[config.mk]
export PLATFORM = sky130hd
export DESIGN_NAME = crypto_decrypt
export DESIGN_NICKNAME = d
export VERILOG_FILES = /design/src/rtl/crypto_decrypt.sv
export SDC_FILE = /design/constraint.sdc
export NUM_CORES = 2
export LEC_CHECK = 0
export CAP_MARGIN = 20
export CORE_MARGIN = 2
export CORE_UTILIZATION = 30
export DETAILED_ROUTE_END_ITERATION = 7
export GPL_TIMING_DRIVEN = 1
export PLACE_DENSITY = 0.59
export SLEW_MARGIN = 20
export SYNTH_ARGS = -nofsm -noshare
export SYNTH_HDL_FRONTEND = slang
export SYNTH_SLANG_ARGS = --single-unit
[constraint.sdc]
create_clock -name axis_aclk -period 10.55 [get_ports axis_aclk]
set_input_delay 1.5825 -clock axis_aclk [delete_from_list [all_inputs] [get_ports axis_aclk]]
set_output_delay 1.5825 -clock axis_aclk [all_outputs]
set_load 0.005 [all_outputs]
[src/rtl/crypto_decrypt.sv]
// Stream decryptor: the header stays in clear, and payload lanes are XORed with a key latched on each packet's first beat.
// A 4-entry fallthrough FIFO feeds a single output register stage.
module crypto_decrypt #(
    parameter int C_M_AXIS_DATA_WIDTH  = 256,
    parameter int C_S_AXIS_DATA_WIDTH  = 256,
    parameter int C_M_AXIS_TUSER_WIDTH = 128,
    parameter int C_S_AXIS_TUSER_WIDTH = 128,
    parameter int HDR_BYTES            = 42
) (
    input  logic                              axis_aclk,
    input  logic                              axis_resetn,

    input  logic [C_S_AXIS_DATA_WIDTH-1:0]    s_axis_tdata,
    input  logic [C_S_AXIS_DATA_WIDTH/8-1:0]  s_axis_tkeep,
    input  logic [C_S_AXIS_TUSER_WIDTH-1:0]   s_axis_tuser,
    input  logic                              s_axis_tvalid,
    input  logic                              s_axis_tlast,
    output logic                              s_axis_tready,

    output logic [C_M_AXIS_DATA_WIDTH-1:0]    m_axis_tdata,
    output logic [C_M_AXIS_DATA_WIDTH/8-1:0]  m_axis_tkeep,
    output logic [C_M_AXIS_TUSER_WIDTH-1:0]   m_axis_tuser,
    output logic                              m_axis_tvalid,
    output logic                              m_axis_tlast,
    input  logic                              m_axis_tready,

    input  logic [31:0]                       key,
    output logic [31:0]                       pkt_count
);

    localparam int          DW       = C_S_AXIS_DATA_WIDTH;
    localparam int          UW       = C_S_AXIS_TUSER_WIDTH;
    localparam int          KW       = DW / 8;
    localparam int          FIFO_W   = DW + UW + KW + 1;
    localparam int unsigned LANES    = KW;
    localparam int unsigned HDR_LANE = HDR_BYTES - KW;

    typedef enum logic [1:0] {BEAT0, BEAT1, PAYLOAD} state_t;

    state_t              state;
    logic [31:0]         key_lat;

    logic [FIFO_W-1:0]   mem [4];
    logic [1:0]          wr_ptr;
    logic [1:0]          rd_ptr;
    logic [2:0]          depth;
    logic                fifo_empty;
    logic                nearly_full;
    logic                wr_en;
    logic                rd_en;

    logic [DW-1:0]       f_data;
    logic [UW-1:0]       f_user;
    logic [KW-1:0]       f_keep;
    logic                f_last;
    logic [DW-1:0]       dec_data;

    assign fifo_empty    = (depth == 3'd0);
    assign nearly_full   = (depth >= 3'd3);
    // Gated by reset so no handshake can complete while the block is held in reset.
    assign s_axis_tready = !nearly_full && axis_resetn;
    assign wr_en         = s_axis_tvalid && s_axis_tready;
    assign rd_en         = !fifo_empty && (!m_axis_tvalid || m_axis_tready);

    assign {f_data, f_user, f_keep, f_last} = mem[rd_ptr];

    always_ff @(posedge axis_aclk) begin
        if (wr_en)
            mem[wr_ptr] <= {s_axis_tdata, s_axis_tuser, s_axis_tkeep, s_axis_tlast};
    end

    always_ff @(posedge axis_aclk or negedge axis_resetn) begin
        if (!axis_resetn) begin
            wr_ptr <= '0;
            rd_ptr <= '0;
            depth  <= '0;
        end else begin
            if (wr_en)
                wr_ptr <= wr_ptr + 2'd1;
            if (rd_en)
                rd_ptr <= rd_ptr + 2'd1;
            depth <= depth + {2'b00, wr_en} - {2'b00, rd_en};
        end
    end

    // The first beat is always clear; the second beat is clear up to the end of the header.
    always_comb begin
        dec_data = f_data;
        for (int unsigned i = 0; i < LANES; i++) begin
            if (f_keep[i] && (state == PAYLOAD || (state == BEAT1 && i >= HDR_LANE)))
                dec_data[8*i +: 8] = f_data[8*i +: 8] ^ key_lat[8*(i%4) +: 8];
        end
    end

    always_ff @(posedge axis_aclk or negedge axis_resetn) begin
        if (!axis_resetn) begin
            state   <= BEAT0;
            key_lat <= '0;
        end else if (rd_en) begin
            if (state == BEAT0)
                key_lat <= key;
            if (f_last)
                state <= BEAT0;
            else if (state == BEAT0)
                state <= BEAT1;
            else
                state <= PAYLOAD;
        end
    end

    always_ff @(posedge axis_aclk or negedge axis_resetn) begin
        if (!axis_resetn) begin
            m_axis_tdata  <= '0;
            m_axis_tkeep  <= '0;
            m_axis_tuser  <= '0;
            m_axis_tlast  <= 1'b0;
            m_axis_tvalid <= 1'b0;
        end else if (rd_en) begin
            m_axis_tdata  <= dec_data;
            m_axis_tkeep  <= f_keep;
            m_axis_tuser  <= f_user;
            m_axis_tlast  <= f_last;
            m_axis_tvalid <= 1'b1;
        end else if (m_axis_tready) begin
            m_axis_tvalid <= 1'b0;
        end
    end

    always_ff @(posedge axis_aclk or negedge axis_resetn) begin
        if (!axis_resetn)
            pkt_count <= '0;
        else if (m_axis_tvalid && m_axis_tready && m_axis_tlast)
            pkt_count <= pkt_count + 32'd1;
    end

endmodule

==> flow_results.org <==
** Yosys
- Count of cell types in the netlist :: 31
- Among all flip-flop cells after synthesis, the most frequent one is edfxtp_1.
- Post-synthesis sequential element count :: 2159
- Yosys instantiated no cell more often than edfxtp_1.
- Instance count of the mapped netlist :: 4158
- The number of nets handed over by synthesis was 4622.
- Total number of yosys warnings :: 0
- The synthesized design contains 1668 enable-type register cells.
- Area of the mapped netlist :: 81660 µm²
- Avg Inst Size Synth :: 19.64 µm²
- Part of the Yosys area used for sequential elements :: about three quarters
- In the synthesized netlist the async set-or-reset flop fraction comes to 22.74%.
- In the post-synthesis netlist, the biggest area contributors are edfxtp_1 (61%), dfrtp_1 (15%), mux4_2 (12%).
- Proportion of netlist area held by the largest area contributor :: 61.34%
- Top post-synthesis cells by count :: edfxtp_1 (1668), dfrtp_1 (491), mux4_2 (417), nor2_1 (263), xor2_1 (262)
- Cell accounting for the most synthesized area :: edfxtp_1

** Global route
- The first global-routing pass estimated around 330000 µm of wire.
- For this run, the total global-route usage over all layers was measured as between 15 and 20%.
- Number of antenna violations at the first check in global routing :: roughly 120
- Number of global-route vias before repair :: about 43000
- Maximum number of pins on one net before global-route repair :: 192
- Summed over all layers, the global routing overflow is 0.

** Worst setup path
- The worst setup path is captured at a primary output.
- At the worst endpoint, the required time is 8.97 ns.
- The worst setup path is launched from an input port.
- Kind of critical path :: input port to primary output
- The critical path starts at axis_resetn.
- In this run the worst path has a maximum fanout of 22.
- Data arrival time at the worst-slack endpoint :: 2.87 ns
- In this run the critical register-to-register path is launched from rd_ptr[0]$_DFFE_PN0P_.

** Detailed routing
- Detailed Routing Iterations Pass 1 :: 7
- For this block, the routed nets add up to 240300 µm of wire.
- After detailed routing, the number of remaining DRC violations is 0.
- After detailed routing, no signal wire sits above met5.
- The detail route stage leaves a number of antenna-violating nets equal to 0.
- Vias after detailed routing :: 42380
- Using the TritonRoute via totals, the vias-per-cell ratio works out to around 4.7.
- Total met3 wirelength after detailed routing :: 20030 µm
- M1 wire length :: 95670 µm
- After detailed routing, the met2 layer carries approximately 120000 µm of wire.
- After detailed routing, the average wire length per cell comes to 26.80 µm.
- Violation count after the first detailed-routing iteration :: around 3200

** Power and ir drop
- Summed over all nets, the switching power comes to 0.008986 W.
- Combinational group share of total power :: 31.6%
- Leakage :: between 30 and 40 nW
- Cell Pwr Density :: 277.5 nW/µm²
- Power comes to 0.02850 W.
- Internal power comes to 0.01951 W.
- In this run switching power makes up a little under a third of total power.
- Peak supply drop :: ~0.24 mV
- Sequential fraction of design power :: between 40% and 50%
- The share of total power dissipated in the clock network is roughly 28%.

** Worst hold path
- Launch instance of the worst min-delay path :: pkt_count[31]$_DFFE_PN0P_
- Hold/Removal Path Class :: flop to flop

** Die
- Number of standard-cell rows in the floorplan :: 191
- Starting utilization of the core area :: 30.16%
- In this run the vertical extent of the chip is 525.7 µm.
- During I/O placement, the number of pins put on the boundary was 904.
- The die covers 276400 µm².
- The floorplan step defined a core boundary enclosing approximately 270000 µm².
- Die extent in x :: 525.7 µm

** Timing
- The worst pin sits at a relative slew slack of 25.52%.
- Final Skew :: 0.07839 ns
- Hold is met by 0.4690 ns.
- The worst path meets setup with 6.097 ns of slack.
- Maximum frequency from static timing analysis :: about 220 MHz
- Slew @ Worst Pin :: 1.117 ns
- Setup repair after global routing left no endpoint under its margin.
- Share of the clock period used by the worst path :: 42.21%
- Number of max-slew violations in the final report :: 0
- The clock period could shrink to 4.453 ns.
- The final-report hold violation count came to 0.
- Summed over all failing endpoints, the final setup total negative slack is 0 ns.
- Setup violations remaining at the end of the flow were counted as 0.

** Cells and area
- Of the cells placed in the final design, the portion with a size suffix greater than 1 is 19.71%.
- For this run, the share of the core covered by cells in the final layout is between 30% and 40%.
- Sequential Area :: 62380 µm²
- Number of fill cells in the layout :: 24800
- The net count of the finished layout is 5623.
- In the final layout, the multi-input gates occupy approximately 18000 µm².
- From synthesis to final layout, the design area changed by 25.78%.

** Clocking
- Buffers inserted to repair hold after CTS numbered 0.
- Clock tree synthesis inserted a total of 230 buffers.
- At the later pin of the worst-skew pair, clock insertion delay measures 0.91 ns.
- Buffers added to address setup during post-CTS repair amount to 0.
- Root buf cell :: clkbuf_16
- Sink count of the clock tree :: 2159
- In this run, post-CTS repair resized a total of 0 instances.
- H-tree Lvls :: 4
- No sink is reached through more buffers than the 4 on the longest clock path.
- TritonCTS built the clock tree.
- CTS clk-pin slew, worst paths :: 0.06 ns

** Placement
- Detail Placement HPWL :: 152300 µm
- Global placer's final weighted congestion :: 0.7742
- Number of port buffers :: between 900 and 1000
- Before CTS, the worst setup slack after placement is 5.590 ns.

** Run status
- Status :: complete, no violations

** Run
- Maximum capacitance violations :: 0
## final cells by class
class / instances / share of cell area (%)
clock buffer: 327 / 6.419
timing repair buffer: 970 / 9.587
clock inverter: 104 / 1.005
tap: 3570 / 4.349
antenna: 40 / 0.09745
multi-input combinational: 1787 / 17.77
inverter: 11 / 0.04020
sequential: 2159 / 60.74
## flip-flops by register name, summed over array words and instances (netlist names)
register / count
rd_ptr: 2
m_axis_tlast: 1
m_axis_tdata: 256
depth: 3
m_axis_tvalid: 1
m_axis_tuser: 128
pkt_count: 32
key_lat: 32
state: 2
mem: 1668
wr_ptr: 2
m_axis_tkeep: 32
## critical path, cell delays in order
cell and delay [ns]:
buf_8 0.24, and3_1 0.33, clkdlybuf4s50_1 0.66
## metrics by stage
| step | instances | cell area (µm²) |
|---|---|---|
| floorplan | 4158 | 81660 |
| global placement | 8497 | 94980 |
| detailed placement | 8497 | 94980 |
| CTS | 8928 | 102600 |
| global route | 8949 | 102700 |
| finish | 8968 | 102700 |
## power by group through the flow
stage | clock network, W | registers [W] | logic, W
after floorplan | 0 | 0.0114 | 0.00485
after global placement | 0 | 0.0116 | 0.00918
after detailed placement | 0 | 0.0116 | 0.00926
after CTS | 0.00825 | 0.0115 | 0.00929
after global routing | 0.00857 | 0.0116 | 0.00971
final | 0.00805 | 0.0114 | 0.00900
## routing by layer
| metal | global-route usage, % | up-vias |
|---|---|---|
| met5 | 0 | - |
| met4 | 6.174 | 80 |
| met3 | 5.428 | 464 |
| met2 | 27.69 | 1329 |
| met1 | 21.17 | 22270 |
| li1 | - | 18240 |
## worst paths after layout
kind | to | slack, ns | cells after the start
max | s_axis_tready | 6.10 | 3
min | pkt_count[31]$_DFFE_PN0P_ | 0.47 | 1
max reg2reg | m_axis_tdata[196]$_DFFE_PN0P_ | 6.56 | 6
min reg2reg | pkt_count[31]$_DFFE_PN0P_ | 0.47 | 1
max in group asynchronous | m_axis_tdata[165]$_DFFE_PN0P_ | 7.42 | 4
min in group asynchronous | m_axis_tuser[77]$_DFFE_PN0P_ | 0.59 | 1
## placed cells by master (no fill, tap or decap), types with 93 or more instances in the layout
cell / instances
a21oi_1: 256
clkbuf_16: 232
clkdlybuf4s50_1: 902
dfrtp_1: 489
edfxtp_1: 1668
mux2_2: 195
mux4_2: 417
nand2_1: 187
nand3_1: 93
nor2_1: 263
xor2_1: 262
## logic make-up (layout without fill, tap and decap cells)
family,Yosys count,in the layout,synth area share (%)
other,0,40,0
AO/OA/AOI/OAI,259,259,1.590
multiplexers,612,612,14.19
XOR/XNOR,291,291,3.121
flip-flops,2159,2159,76.39
buffers and inverters,212,1412,1.338
adder cells (fa/ha/maj),11,11,0.1777
AND/OR/NAND/NOR,614,614,3.198
Power figures use the tool's default switching activity.
